$ cat src/rtl/cpu_pkg.sv
// Shared definitions for the multiply/divide unit: default datapath width,
// op encodings seen on the op port, and the sequencer state encoding.
package cpu_pkg;

  localparam int XLEN = 32;

  localparam logic [2:0] MD_OP_MULT  = 3'd0;
  localparam logic [2:0] MD_OP_MULTU = 3'd1;
  localparam logic [2:0] MD_OP_DIV   = 3'd2;
  localparam logic [2:0] MD_OP_DIVU  = 3'd3;
  localparam logic [2:0] MD_OP_MTHI  = 3'd4;
  localparam logic [2:0] MD_OP_MTLO  = 3'd5;

  typedef enum logic [1:0] {
    MD_ST_IDLE  = 2'd0,
    MD_ST_CALC  = 2'd1,
    MD_ST_FIXUP = 2'd2
  } md_state_e;

  // True for the four ops that run through the iterative datapath.
  function automatic logic md_op_is_arith(input logic [2:0] op);
    return (op == MD_OP_MULT) || (op == MD_OP_MULTU) ||
           (op == MD_OP_DIV)  || (op == MD_OP_DIVU);
  endfunction

endpackage

$ cat src/rtl/muldiv_iter.sv
// Iterative multiply/divide datapath.
// Ports:
//   clk, reset      clock and async active-high reset
//   load            capture operand magnitudes and sign flags
//   step            perform one shift-add (mul) or shift-subtract (div) iteration
//   is_div          1 = divide, 0 = multiply (sampled on load)
//   is_signed       1 = treat a/b as two's complement (sampled on load)
//   a, b            multiplicand/dividend and multiplier/divisor
//   res_hi, res_lo  sign-corrected result: product, or remainder/quotient
import cpu_pkg::*;

module muldiv_iter #(
  parameter int W = XLEN
) (
  input  logic         clk,
  input  logic         reset,
  input  logic         load,
  input  logic         step,
  input  logic         is_div,
  input  logic         is_signed,
  input  logic [W-1:0] a,
  input  logic [W-1:0] b,
  output logic [W-1:0] res_hi,
  output logic [W-1:0] res_lo
);

  // acc holds {partial product, multiplier} for mul, {remainder, quotient} for div.
  logic [2*W-1:0] acc_q, acc_d;
  logic [W-1:0]   opnd_q, opnd_d;
  logic           div_q, div_d;
  logic           neg_quo_q, neg_quo_d;
  logic           neg_rem_q, neg_rem_d;
  logic           divz_q, divz_d;

  logic [W-1:0]   a_mag, b_mag, quo, rem;
  logic [W:0]     sum, rem_sh, diff;
  logic [2*W-1:0] prod;

  always_comb begin
    // 0x80..0 negates to itself, which read unsigned is exactly 2^(W-1).
    a_mag  = (is_signed && a[W-1]) ? (~a + 1'b1) : a;
    b_mag  = (is_signed && b[W-1]) ? (~b + 1'b1) : b;
    sum    = {1'b0, acc_q[2*W-1:W]} + {1'b0, opnd_q};
    rem_sh = {acc_q[2*W-1:W], acc_q[W-1]};
    diff   = rem_sh - {1'b0, opnd_q};

    acc_d     = acc_q;
    opnd_d    = opnd_q;
    div_d     = div_q;
    neg_quo_d = neg_quo_q;
    neg_rem_d = neg_rem_q;
    divz_d    = divz_q;

    if (load) begin
      acc_d     = {{W{1'b0}}, a_mag};
      opnd_d    = b_mag;
      div_d     = is_div;
      neg_quo_d = is_signed && (a[W-1] ^ b[W-1]);
      neg_rem_d = is_signed && a[W-1];
      divz_d    = is_div && (b == '0);
    end else if (step) begin
      if (div_q) begin
        // diff[W] set means the trial subtract went negative: restore.
        acc_d = diff[W] ? {rem_sh[W-1:0], acc_q[W-2:0], 1'b0}
                        : {diff[W-1:0], acc_q[W-2:0], 1'b1};
      end else begin
        // The add carry lands in the top bit as the accumulator shifts right.
        acc_d = acc_q[0] ? {sum, acc_q[W-1:1]} : {1'b0, acc_q[2*W-1:1]};
      end
    end
  end

  always_comb begin
    rem    = acc_q[2*W-1:W];
    quo    = acc_q[W-1:0];
    prod   = neg_quo_q ? (~acc_q + 1'b1) : acc_q;
    res_hi = prod[2*W-1:W];
    res_lo = prod[W-1:0];
    if (div_q) begin
      // A zero divisor leaves the remainder at |a|, so the sign fix returns a itself.
      res_lo = divz_q ? '1 : (neg_quo_q ? (~quo + 1'b1) : quo);
      res_hi = neg_rem_q ? (~rem + 1'b1) : rem;
    end
  end

  always_ff @(posedge clk or posedge reset) begin
    if (reset) begin
      acc_q     <= '0;
      opnd_q    <= '0;
      div_q     <= 1'b0;
      neg_quo_q <= 1'b0;
      neg_rem_q <= 1'b0;
      divz_q    <= 1'b0;
    end else begin
      acc_q     <= acc_d;
      opnd_q    <= opnd_d;
      div_q     <= div_d;
      neg_quo_q <= neg_quo_d;
      neg_rem_q <= neg_rem_d;
      divz_q    <= divz_d;
    end
  end

endmodule

$ cat src/rtl/muldiv_hilo_unit.sv
// Iterative multiply/divide unit with architectural HI/LO registers.
// Ports:
//   clk, reset            clock and async active-high reset
//   start, op             issue request (MULT/MULTU/DIV/DIVU/MTHI/MTLO), taken only when idle
//   operand_a, operand_b  rs / rt values
//   flush                 squash in-flight op and any same-cycle start
//   busy                  op in progress, HI/LO not yet valid
//   done                  one-cycle pulse when HI/LO take a new result
//   hi, lo                HI/LO registers
//
// state | meaning
// IDLE  | waiting for start; MTHI/MTLO write here directly
// CALC  | XLEN iterations, counter runs down to zero
// FIXUP | apply signs, write HI/LO, pulse done
import cpu_pkg::*;

module muldiv_hilo_unit #(
  parameter int XLEN = cpu_pkg::XLEN
) (
  input  logic            clk,
  input  logic            reset,
  input  logic            start,
  input  logic [2:0]      op,
  input  logic [XLEN-1:0] operand_a,
  input  logic [XLEN-1:0] operand_b,
  input  logic            flush,
  output logic            busy,
  output logic            done,
  output logic [XLEN-1:0] hi,
  output logic [XLEN-1:0] lo
);

  localparam int CW = $clog2(XLEN);

  md_state_e       state_q, state_d;
  logic [CW-1:0]   cnt_q, cnt_d;
  logic            busy_q, busy_d;
  logic            done_q, done_d;
  logic [XLEN-1:0] hi_q, hi_d;
  logic [XLEN-1:0] lo_q, lo_d;

  logic            load, step, is_div, is_signed;
  logic [XLEN-1:0] it_hi, it_lo;

  assign is_div    = (op == MD_OP_DIV) || (op == MD_OP_DIVU);
  assign is_signed = (op == MD_OP_MULT) || (op == MD_OP_DIV);

  muldiv_iter #(.W(XLEN)) u_iter (
    .clk       (clk),
    .reset     (reset),
    .load      (load),
    .step      (step),
    .is_div    (is_div),
    .is_signed (is_signed),
    .a         (operand_a),
    .b         (operand_b),
    .res_hi    (it_hi),
    .res_lo    (it_lo)
  );

  always_comb begin
    state_d = state_q;
    cnt_d   = cnt_q;
    busy_d  = busy_q;
    done_d  = 1'b0;
    hi_d    = hi_q;
    lo_d    = lo_q;
    load    = 1'b0;
    step    = 1'b0;
    case (state_q)
      MD_ST_IDLE: begin
        if (start && !flush) begin
          if (md_op_is_arith(op)) begin
            load    = 1'b1;
            cnt_d   = CW'(XLEN - 1);
            state_d = MD_ST_CALC;
            busy_d  = 1'b1;
          end else if (op == MD_OP_MTHI) begin
            hi_d = operand_a;
          end else if (op == MD_OP_MTLO) begin
            lo_d = operand_a;
          end
        end
      end
      MD_ST_CALC: begin
        if (flush) begin
          state_d = MD_ST_IDLE;
          busy_d  = 1'b0;
        end else begin
          step = 1'b1;
          if (cnt_q == '0) begin
            state_d = MD_ST_FIXUP;
          end else begin
            cnt_d = cnt_q - 1'b1;
          end
        end
      end
      MD_ST_FIXUP: begin
        state_d = MD_ST_IDLE;
        busy_d  = 1'b0;
        if (!flush) begin
          hi_d   = it_hi;
          lo_d   = it_lo;
          done_d = 1'b1;
        end
      end
      default: begin
        state_d = MD_ST_IDLE;
        busy_d  = 1'b0;
      end
    endcase
  end

  always_ff @(posedge clk or posedge reset) begin
    if (reset) begin
      state_q <= MD_ST_IDLE;
      cnt_q   <= '0;
      busy_q  <= 1'b0;
      done_q  <= 1'b0;
      hi_q    <= '0;
      lo_q    <= '0;
    end else begin
      state_q <= state_d;
      cnt_q   <= cnt_d;
      busy_q  <= busy_d;
      done_q  <= done_d;
      hi_q    <= hi_d;
      lo_q    <= lo_d;
    end
  end

  assign busy = busy_q;
  assign done = done_q;
  assign hi   = hi_q;
  assign lo   = lo_q;

endmodule

$ cat config.mk
export PLATFORM = sky130hd
export DESIGN_NAME = muldiv_hilo_unit
export DESIGN_NICKNAME = d
export VERILOG_FILES = /design/src/rtl/cpu_pkg.sv /design/src/rtl/muldiv_iter.sv /design/src/rtl/muldiv_hilo_unit.sv
export SDC_FILE = /design/constraint.sdc
export NUM_CORES = 1
export LEC_CHECK = 0
export CORE_MARGIN = 2
export CORE_UTILIZATION = 45
export DETAILED_ROUTE_END_ITERATION = 6
export PLACE_DENSITY = 0.71
export SLEW_MARGIN = 15
export SYNTH_ARGS = -nofsm -noshare
export SYNTH_HDL_FRONTEND = slang
export SYNTH_SLANG_ARGS = --single-unit
$ cat constraint.sdc
create_clock -name clk -period 7.8 [get_ports clk]
set_input_delay 1.17 -clock clk [delete_from_list [all_inputs] [get_ports clk]]
set_output_delay 1.17 -clock clk [all_outputs]
set_load 0.02 [all_outputs]
==> impl_metrics.tcl, run 1 <==
set metrics [dict create \
    yosys.area.top_type "dfrtp_1" \
    min_from "lo[12]$_DFFE_PP0P_" \
    final_common_cell "nand2_1" \
    power_switching_share_pct 48.3 \
    synthDistinctLibCells 80 \
    synth_top_cells_by_area "dfrtp_1 30%, o21ai_0 7.0%, xnor2_1 6.9%" \
    boundaryPins 137 \
    fin_worst_skew_ps 14.6 \
    holdPathEnd "lo[12]$_DFFE_PP0P_" \
    syn_inst 1858 \
    hold_viol_final 0 \
    worst_pin_slew_ps 1170 \
    routed_wl_um 46800 \
    route.antenna.remaining_nets 0 \
    vias_per_cell 6.05 \
    tns_ps 0 \
    cts_resized 0 \
    grt_pass1_wl_um 73400 \
    endpoint_kind "register" \
    p_per_area_nw_per_um2 355 \
    grt_usage_pct 27.4 \
    worstHoldPathType "register to register" \
    start_util_pct 45.3 \
    htreeDepth 4 \
    cts_setup_buffers 0 \
    r2r_end "u_iter.acc_q[57]$_DFFE_PP0P_" \
    p_leak_uw 0.00684 \
    ys_warn_count 0 \
    outcome "completed" \
    max_freq_mhz 246 \
    r2r_slack_ps 3740 \
    power_uw 5960 \
    fin_crit_sh_pct 52.1 \
    die_w_um 184 \
    cts_tree "done" \
    ys_ff_latch 173 \
    cts_num_sinks 173 \
    min_period_ps 4060 \
    areaGrowthSynthToFinish_pct 14.7 \
    ys.flop_type "dfrtp_1" \
    netlist_area_um2 14600 \
    pwr-share-comb_pct 58.1 \
    grt_overflow 0 \
    die_area_um2 34000 \
    placementRows 66 \
    synth_top_area_share_pct 29.6 \
    relSlewSlack_pct 21.6 \
    core-area_um2 32300 \
    worstSetupStartpointType "register" \
    die_y_um 184 \
    syn-num-nets 2001 \
    placed_area_um2 16200 \
    drive_gt1_share_pct 4.22 \
    grt_pass1_vias 13400 \
    ir_drop_mv 0.209 \
    worstSetupPathType "register to register" \
    drt-pass1-iter-count 5 \
    holdBufCountCts 0 \
    slew_violations 0 \
    cts_made_buffers 17 \
    final_cell_mix "242 x nand2_1, 205 x o21ai_0, 172 x dfrtp_1" \
    clock-root-buffer "clkbuf_16" \
    clock_latency_ps 450 \
    pwr-share-clk_pct 14.7 \
    avgSynthCellArea_um2 7.88 \
    regToRegStartpoint "u_iter.acc_q[31]$_DFFE_PP0P_" \
    required_ps 8110 \
    grt_max_degree 74 \
    num-nets-final 2050 \
    drv_cap 0 \
    antenna_found_initial 0 \
    p_int_uw 3080 \
    switchingPower_uw 2880 \
    setup_viol 0 \
    cts.clk_slew.worst_paths_ps 70 \
    dr.first_iter.drc_count 1255 \
    synth_edf_count 0 \
    rsz0062_at_grt "false" \
    crit_fanout 15 \
    hpwl_um 34900 \
    route.detailed.drc 0 \
    seq_area_frac_synth_pct 29.6 \
    async_reset_ff_share_pct 100 \
    r2r_cells 12 \
    portBuffers 136 \
    gp_congestion 0.963 \
    wire_per_inst_um 19.8 \
    clockBufferDepth 2 \
    cp.arrival_ps 4370 \
    p_seq_share_pct 27.2 \
    worstHoldPathCells 2 \
    vias 14300 \
    finish.instance_area_um2 16800 \
]
## worst max-delay path, stage by stage (launching register included)
cell	delay (ps)
dfrtp_1	390
inv_1	110
ha_1	220
fa_1	400
nor2b_1	130
o21ai_1	90
a21oi_1	370
o31ai_4	160
a211oi_2	360
o31a_1	320
nand3_1	590
a2111oi_0	680
a211oi_1	90
## flip-flops by register name, indices dropped and copies added, names as in the netlist
signal            count
u_iter.acc_q         64
hi                   32
lo                   32
u_iter.opnd_q        32
cnt_q                 5
state_q               2
busy                  1
done                  1
u_iter.div_q          1
u_iter.divz_q         1
u_iter.neg_quo_q      1
u_iter.neg_rem_q      1
## per-layer routing
metal  wire length [um]  vias up  track usage, %  share of wire (%)
li1                   -     6827               -                  -
met1              20600     6760            37.6                 44
met2              20900      618            43.2                 45
met3               3700       92            4.05                7.9
met4               1530        0            11.7                3.3
met5                  0        -               0                  0
## metrics by stage
stage	hold slack (ps)	std cells	util, %	setup WS, ps
after floorplan	450	1858	-	1940
after global placement	463	2330	50.2	3620
after detailed placement	469	2330	50.2	3600
after CTS	485	2362	52.0	3760
after global routing	505	2362	52.0	3510
final	479	2363	52.0	3740
## power groups by stage
stage	Combinational [uW]	Clock [uW]	Sequential (uW)
final	3460	874	1620
after global routing	3810	920	1650
after CTS	3420	878	1600
after detailed placement	3390	0	1620
after global placement	3340	0	1600
after floorplan	2500	0	1520
## Yosys cell counts, types with 4 or more instances
| cell | number |
|---|---|
| nand4_1 | 11 |
| mux2i_1 | 59 |
| o31ai_1 | 21 |
| nor2b_1 | 7 |
| xor2_1 | 54 |
| a22oi_1 | 5 |
| xnor2_1 | 116 |
| nand2_1 | 243 |
| or3_1 | 13 |
| nor2_1 | 116 |
| nand3_1 | 25 |
| mux2_2 | 6 |
| nor4_1 | 13 |
| o21ai_0 | 205 |
| buf_1 | 9 |
| o21ai_1 | 8 |
| or4_1 | 13 |
| a211oi_1 | 30 |
| a21oi_1 | 137 |
| inv_1 | 72 |
| a211o_1 | 6 |
| o22ai_1 | 34 |
| a221o_1 | 4 |
| a31oi_1 | 30 |
| a21o_1 | 21 |
| a41oi_1 | 5 |
| o221ai_1 | 10 |
| buf_2 | 10 |
| nand2b_1 | 23 |
| and3_1 | 14 |
| a2111oi_0 | 5 |
| ha_1 | 70 |
| o211ai_1 | 38 |
| a21boi_0 | 4 |
| dfrtp_1 | 173 |
| clkbuf_1 | 98 |
| nor3_1 | 41 |
| o21bai_1 | 12 |
| o41ai_1 | 11 |
| and2_1 | 15 |
| o21a_1 | 7 |
## worst max path at each step
stage / end / cells past startpoint / start / slack (ps)
floorplan: busy$_DFFE_PP0P_ / 1 / reset / 1940
global placement: u_iter.acc_q[30]$_DFFE_PP0P_ / 10 / operand_a[7] / 3620
global route: u_iter.acc_q[57]$_DFFE_PP0P_ / 12 / u_iter.acc_q[31]$_DFFE_PP0P_ / 3510
detailed placement: u_iter.acc_q[30]$_DFFE_PP0P_ / 10 / operand_a[7] / 3600
CTS: u_iter.acc_q[57]$_DFFE_PP0P_ / 12 / u_iter.acc_q[31]$_DFFE_PP0P_ / 3760
finish: u_iter.acc_q[57]$_DFFE_PP0P_ / 12 / u_iter.acc_q[31]$_DFFE_PP0P_ / 3740
## cells by family after synthesis
logic type,synth area share [%]
buffers and inverters,5.16
AO/OA/AOI/OAI,25.9
AND/OR/NAND/NOR,18.3
XOR/XNOR,10.2
flip-flops,29.6
multiplexers,4.65
adder cells (fa/ha/maj),6.26
## cell type report
| cell class | instances | area [um2] |
|---|---|---|
| antenna | 1 | 2.50 |
| clock buffer | 18 | 439 |
| clock inverter | 14 | 136 |
| fill | 3085 | 15500 |
| inverter | 73 | 279 |
| multi-input combinational | 1492 | 9580 |
| sequential | 173 | 4330 |
| tap | 442 | 553 |
| timing repair buffer | 150 | 1470 |
Note: power is estimated with default switching activity, not from simulation.
==> run 2, diff against run 1 <==
==> constraint.sdc (replaced) <==
create_clock -name clk -period 4.2 [get_ports clk]
set_input_delay 0.63 -clock clk [delete_from_list [all_inputs] [get_ports clk]]
set_output_delay 0.63 -clock clk [all_outputs]
set_load 0.02 [all_outputs]
==> impl_metrics.tcl, run 2 (synthesis gave the netlist of run 1 again) <==
set metrics [dict create \
    outcome "completed" \
    placementRows 66 \
    crit_fanout 14 \
    pwr-share-clk_pct 14.5 \
    clock_latency_ps 450 \
    r2r_cells 13 \
    cts_resized 0 \
    crit_chain "inv_1 -> ha_1 -> fa_1 -> nor2b_1 -> o21ai_1 -> a21oi_1 -> o31ai_4 -> a211oi_2 -> o31a_1 -> and3_1 -> buf_4 -> nand3_1 -> a32o_1" \
    globalRouteMet2Util_pct 44.8 \
    gp_congestion 0.995 \
    placed_area_um2 16500 \
    start_util_pct 45.3 \
    tns_ps 0 \
    die_w_um 184 \
    route.antenna.remaining_nets 0 \
    min_period_ps 3940 \
    routed_wl_um 48200 \
    hpwl_um 37100 \
    fin_crit_sh_pct 93.7 \
    setup_viol 0 \
    endpoint_kind "register" \
    cts_tree "done" \
    regToRegStartpoint "u_iter.acc_q[31]$_DFFE_PP0P_" \
    p_int_uw 5970 \
    regMostFlops "u_iter.acc_q" \
    cp-startpoint "u_iter.acc_q[31]$_DFFE_PP0P_" \
    core-area_um2 32300 \
    hold_viol_final 0 \
    max_freq_mhz 254 \
    cts_num_sinks 173 \
    ir_drop_mv 0.354 \
    r2r_end "u_iter.acc_q[59]$_DFFE_PP0P_" \
    wire_per_inst_um 20.1 \
    worst_pin_slew_ps 1010 \
    dr.first_iter.drc_count 1217 \
    drv_cap 0 \
    die_y_um 184 \
    antenna_cells 0 \
    required_ps 4530 \
    switchingPower_uw 5480 \
    clock-root-buffer "clkbuf_16" \
    path_buf_inv 2 \
    cts_setup_buffers 0 \
    grtUsageMet1_pct 38.6 \
    n_fill_cell 3076 \
    slowest_stage "and3_1" \
    p_per_area_nw_per_um2 670 \
    grt_pass1_wl_um 74900 \
    boundaryPins 137 \
    power_uw 11400 \
    grt_usage_pct 28.3 \
    num-nets-final 2085 \
    grt_use_met3_pct 4.27 \
    p_leak_uw 0.00703 \
    drive_gt1_share_pct 5.93 \
    grt_max_degree 69 \
    antenna_found_initial 1 \
    vias 14500 \
    htreeDepth 4 \
    worstSetupEndpoint "u_iter.acc_q[59]$_DFFE_PP0P_" \
    worstSetupStartpointType "register" \
    grt_overflow 0 \
    pwr-share-comb_pct 60.6 \
    finish.instance_area_um2 17100 \
    holdBufCountCts 0 \
    p_seq_share_pct 24.9 \
    path_depth 13 \
    cp.arrival_ps 4270 \
    cp_top_family "compound AO/OA/AOI/OAI gates" \
    fin_worst_skew_ps 13.6 \
    route.detailed.drc 0 \
    r2r_slack_ps 260 \
    worstSetupPathType "register to register" \
    cts.clk_slew.worst_paths_ps 70 \
    rsz0062_at_grt "false" \
    drt-pass1-iter-count 5 \
    final_cell_mix "242 x nand2_1, 205 x o21ai_0, 172 x dfrtp_1" \
    worstHoldPathType "register to register" \
    slew_violations 0 \
    hold_slack_ps 479 \
    largest_reg_flops 64 \
    cts_made_buffers 17 \
    power_switching_share_pct 47.9 \
    final_common_cell "nand2_1" \
    clockBufferDepth 2 \
    die_area_um2 34000 \
    portBuffers 136 \
    vias_per_cell 6.06 \
    areaGrowthSynthToFinish_pct 16.8 \
    cpPeakStageDelay_ps 570 \
    grt_pass1_vias 13500 \
    relSlewSlack_pct 32.3 \
    grt_busiest_layer "met2" \
]
-- run 2: final cells by class --
class / instances / area [um2] / area share, %
Sequential cell: 173 / 4330 / 25.3
Inverter: 73 / 278 / 1.62
Tap cell: 442 / 553 / 3.24
Multi-Input combinational cell: 1492 / 9580 / 56.0
Clock inverter: 14 / 160 / 0.937
Clock buffer: 18 / 439 / 2.57
Timing Repair Buffer: 185 / 1750 / 10.3
-- run 2: per-layer routing --
layer,wire (um),part of all wire [%],up-vias
met3,3850,8.0,107
met2,21500,45,666
met4,1870,3.9,2
li1,-,-,6870
met1,21000,44,6876
met5,9,0.019,-
-- run 2: how the worst min path moves through the flow --
| stage | startpoint | to | slack (ps) | cells after the start |
|---|---|---|---|---|
| 2_1_floorplan | u_iter.divz_q$_DFFE_PP0P_ | u_iter.divz_q$_DFFE_PP0P_ | 450 | 2 |
| 3_3_place_gp | lo[4]$_DFFE_PP0P_ | lo[4]$_DFFE_PP0P_ | 460 | 2 |
| 3_5_place_dp | lo[13]$_DFFE_PP0P_ | lo[13]$_DFFE_PP0P_ | 470 | 2 |
| 4_1_cts | lo[13]$_DFFE_PP0P_ | lo[13]$_DFFE_PP0P_ | 490 | 2 |
| 5_1_grt | lo[21]$_DFFE_PP0P_ | lo[21]$_DFFE_PP0P_ | 500 | 2 |
| 6_report | lo[21]$_DFFE_PP0P_ | lo[21]$_DFFE_PP0P_ | 480 | 2 |
-- run 2: stage by stage --
step           instances  util [%]  worst slack (ps)
2_1_floorplan       1858         -              1070
3_3_place_gp        2365      51.1               438
3_5_place_dp        2365      51.1               336
4_1_cts             2397      52.9               321
5_1_grt             2397      52.9              21.8
6_report            2397      52.9               264
-- run 2: worst register-to-register path: stages, from the launching register on --
cell,delay (ps)
dfrtp_1,390
inv_1,90
ha_1,210
fa_1,400
nor2b_1,130
o21ai_1,100
a21oi_1,360
o31ai_4,160
a211oi_2,340
o31a_1,320
and3_1,580
buf_4,340
nand3_1,130
a32o_1,270
-- run 2: power by group through the flow --
| stage | Sequential [uW] | Combinational [uW] | Clock (uW) |
|---|---|---|---|
| finish | 2850 | 6940 | 1660 |
| global route | 2910 | 7570 | 1760 |
| CTS | 2820 | 6830 | 1680 |
| detailed placement | 2850 | 6790 | 0 |
| global placement | 2830 | 6700 | 0 |
| floorplan | 2830 | 4640 | 0 |
==> run 3, diff against run 2 <==
--- a/config.mk
+++ b/config.mk
@@ -8,6 +8,7 @@
 export CORE_MARGIN = 2
 export CORE_UTILIZATION = 45
 export DETAILED_ROUTE_END_ITERATION = 6
+export GPL_TIMING_DRIVEN = 0
 export PLACE_DENSITY = 0.71
 export SLEW_MARGIN = 15
 export SYNTH_ARGS = -nofsm -noshare
==> impl_metrics.tcl, run 3 (synthesis gave the netlist of run 1 again) <==
set metrics [dict create \
    drive_gt1_share_pct 3.89 \
    portBuffers 134 \
    relSlewSlack_pct 37.1 \
    hpwl_um 42000 \
    wire_per_inst_um 21.5 \
    grt_pass1_wl_um 82100 \
    final_common_cell "nand2_1" \
    required_ps 4540 \
    cts_made_buffers 17 \
    fin_worst_skew_ps 12.7 \
    final_cell_mix "243 x nand2_1, 205 x o21ai_0, 173 x dfrtp_1" \
    min_period_ps 3980 \
    cts_tree "done" \
    cp_top_family "compound AO/OA/AOI/OAI gates" \
    holdBufCountCts 0 \
    die_w_um 184 \
    endpoint_kind "register" \
    fin_crit_sh_pct 94.8 \
    slew_violations 0 \
    p_leak_uw 0.00701 \
    crit_chain "inv_1 -> ha_1 -> fa_1 -> nor2b_1 -> o21ai_1 -> a21oi_1 -> o31ai_4 -> a211oi_2 -> o2111ai_2 -> nand3_1 -> buf_2 -> nor2_1 -> a211oi_1" \
    dp.cells 2439 \
    route.antenna.remaining_nets 0 \
    clockBufferDepth 2 \
    path_depth 13 \
    worstSetupStartpointType "register" \
    areaGrowthSynthToFinish_pct 18.0 \
    core-area_um2 32300 \
    die_area_um2 34000 \
    regMostFlops "u_iter.acc_q" \
    htreeDepth 4 \
    grt_overflow 0 \
    grt_usage_pct 31.4 \
    boundaryPins 137 \
    placementRows 66 \
    cpPeakStageDelay_ps 450 \
    fin_util_pct 53.5 \
    grt_pass1_vias 14600 \
    instances_no_fill 2471 \
    r2r_cells 13 \
    ir_drop_mv 0.397 \
    vias_per_cell 6.11 \
    vias 15100 \
    route.detailed.drc 1 \
    routed_wl_um 53100 \
    grt_max_degree 33 \
    worstSetupPathType "register to register" \
    drt-pass1-iter-count 7 \
    rsz0062_at_grt "false" \
    die_y_um 184 \
    outcome "finished with violations" \
    max_freq_mhz 251 \
    num-nets-final 2159 \
    start_util_pct 45.3 \
    setup_viol 0 \
    worst_pin_slew_ps 943 \
    violations "DRC" \
    worstHoldPathCells 2 \
    worstHoldPathType "register to register" \
    cts_setup_buffers 0 \
    clock-root-buffer "clkbuf_16" \
    slowest_stage "a21oi_1" \
    drv_cap 0 \
    path_buf_inv 2 \
    antenna_cells 0 \
    cp.arrival_ps 4320 \
    largest_reg_flops 64 \
    cts_num_sinks 173 \
    cts.clk_slew.worst_paths_ps 70 \
    hold_viol_final 0 \
    cts_resized 0 \
    crit_fanout 10 \
    gp_congestion 0.993 \
    hold_slack_ps 480 \
    antenna_found_initial 1 \
    clock_latency_ps 450 \
    p_per_area_nw_per_um2 672 \
    dr.first_iter.drc_count 1281 \
]
==> run 3: changes by cell type in the layout (fill, tap and decap cells not counted), moves of 2 or more <==
cell	change
clkbuf_1	+98
bufinv_16	+2
buf_1	+9
buf_4	-46
buf_12	+3
buf_6	+2
buf_2	+10
inv_8	-2
clkdlybuf4s50_1	-2
nor2_1	+2
==> run 3: tightest hold or removal path, stage by stage, from the launching register on <==
cell and delay, ps:
dfrtp_1 350, nand2_1 40, o21ai_0 60
==> run 3: metal layers <==
metal	up-vias	GRT usage [%]	wire length, um
li1	7031	-	-
met1	7180	41.0	22600
met2	740	51.6	24100
met3	141	4.39	3900
met4	0	14.1	2470
met5	-	0	0
==> run 3: report_power, final <==
group | leakage [uW] | internal, uW | switching (uW) | total (uW)
Sequential | 0.00214 | 2150 | 698 | 2850
Combinational | 0.00456 | 2800 | 4170 | 6970
Clock | 0.000306 | 1030 | 754 | 1790
Total | 0.00701 | 5980 | 5620 | 11600
==> run 3: cell type report <==
cell class / instances / area [um2]
buffer: 120 / 482
clock buffer: 19 / 453
clock inverter: 13 / 188
fill: 3127 / 15000
inverter: 73 / 278
multi-input combinational: 1492 / 9550
sequential: 173 / 4330
tap: 442 / 553
timing repair buffer: 139 / 1440
==> run 3: worst paths after layout <==
kind	to	start	slack, ps
setup / recovery	u_iter.acc_q[60]$_DFFE_PP0P_	u_iter.acc_q[31]$_DFFE_PP0P_	220
hold reg to reg	lo[15]$_DFFE_PP0P_	lo[15]$_DFFE_PP0P_	480
setup reg to reg	u_iter.acc_q[60]$_DFFE_PP0P_	u_iter.acc_q[31]$_DFFE_PP0P_	220
min in group asynchronous	lo[28]$_DFFE_PP0P_	reset	650
max in group asynchronous	cnt_q[1]$_DFFE_PP0P_	reset	2470
hold / removal	lo[15]$_DFFE_PP0P_	lo[15]$_DFFE_PP0P_	480
==> run 3: per-stage QoR <==
stage	cell area, um2	total power, uW	setup slack, ps	TNS, ps
floorplan	14600	7460	1070	0
global placement	16500	9510	-220	-35820
detailed placement	16600	9640	255	0
CTS	17300	11400	212	0
global route	17300	12300	34.8	0
finish	17300	11600	219	0
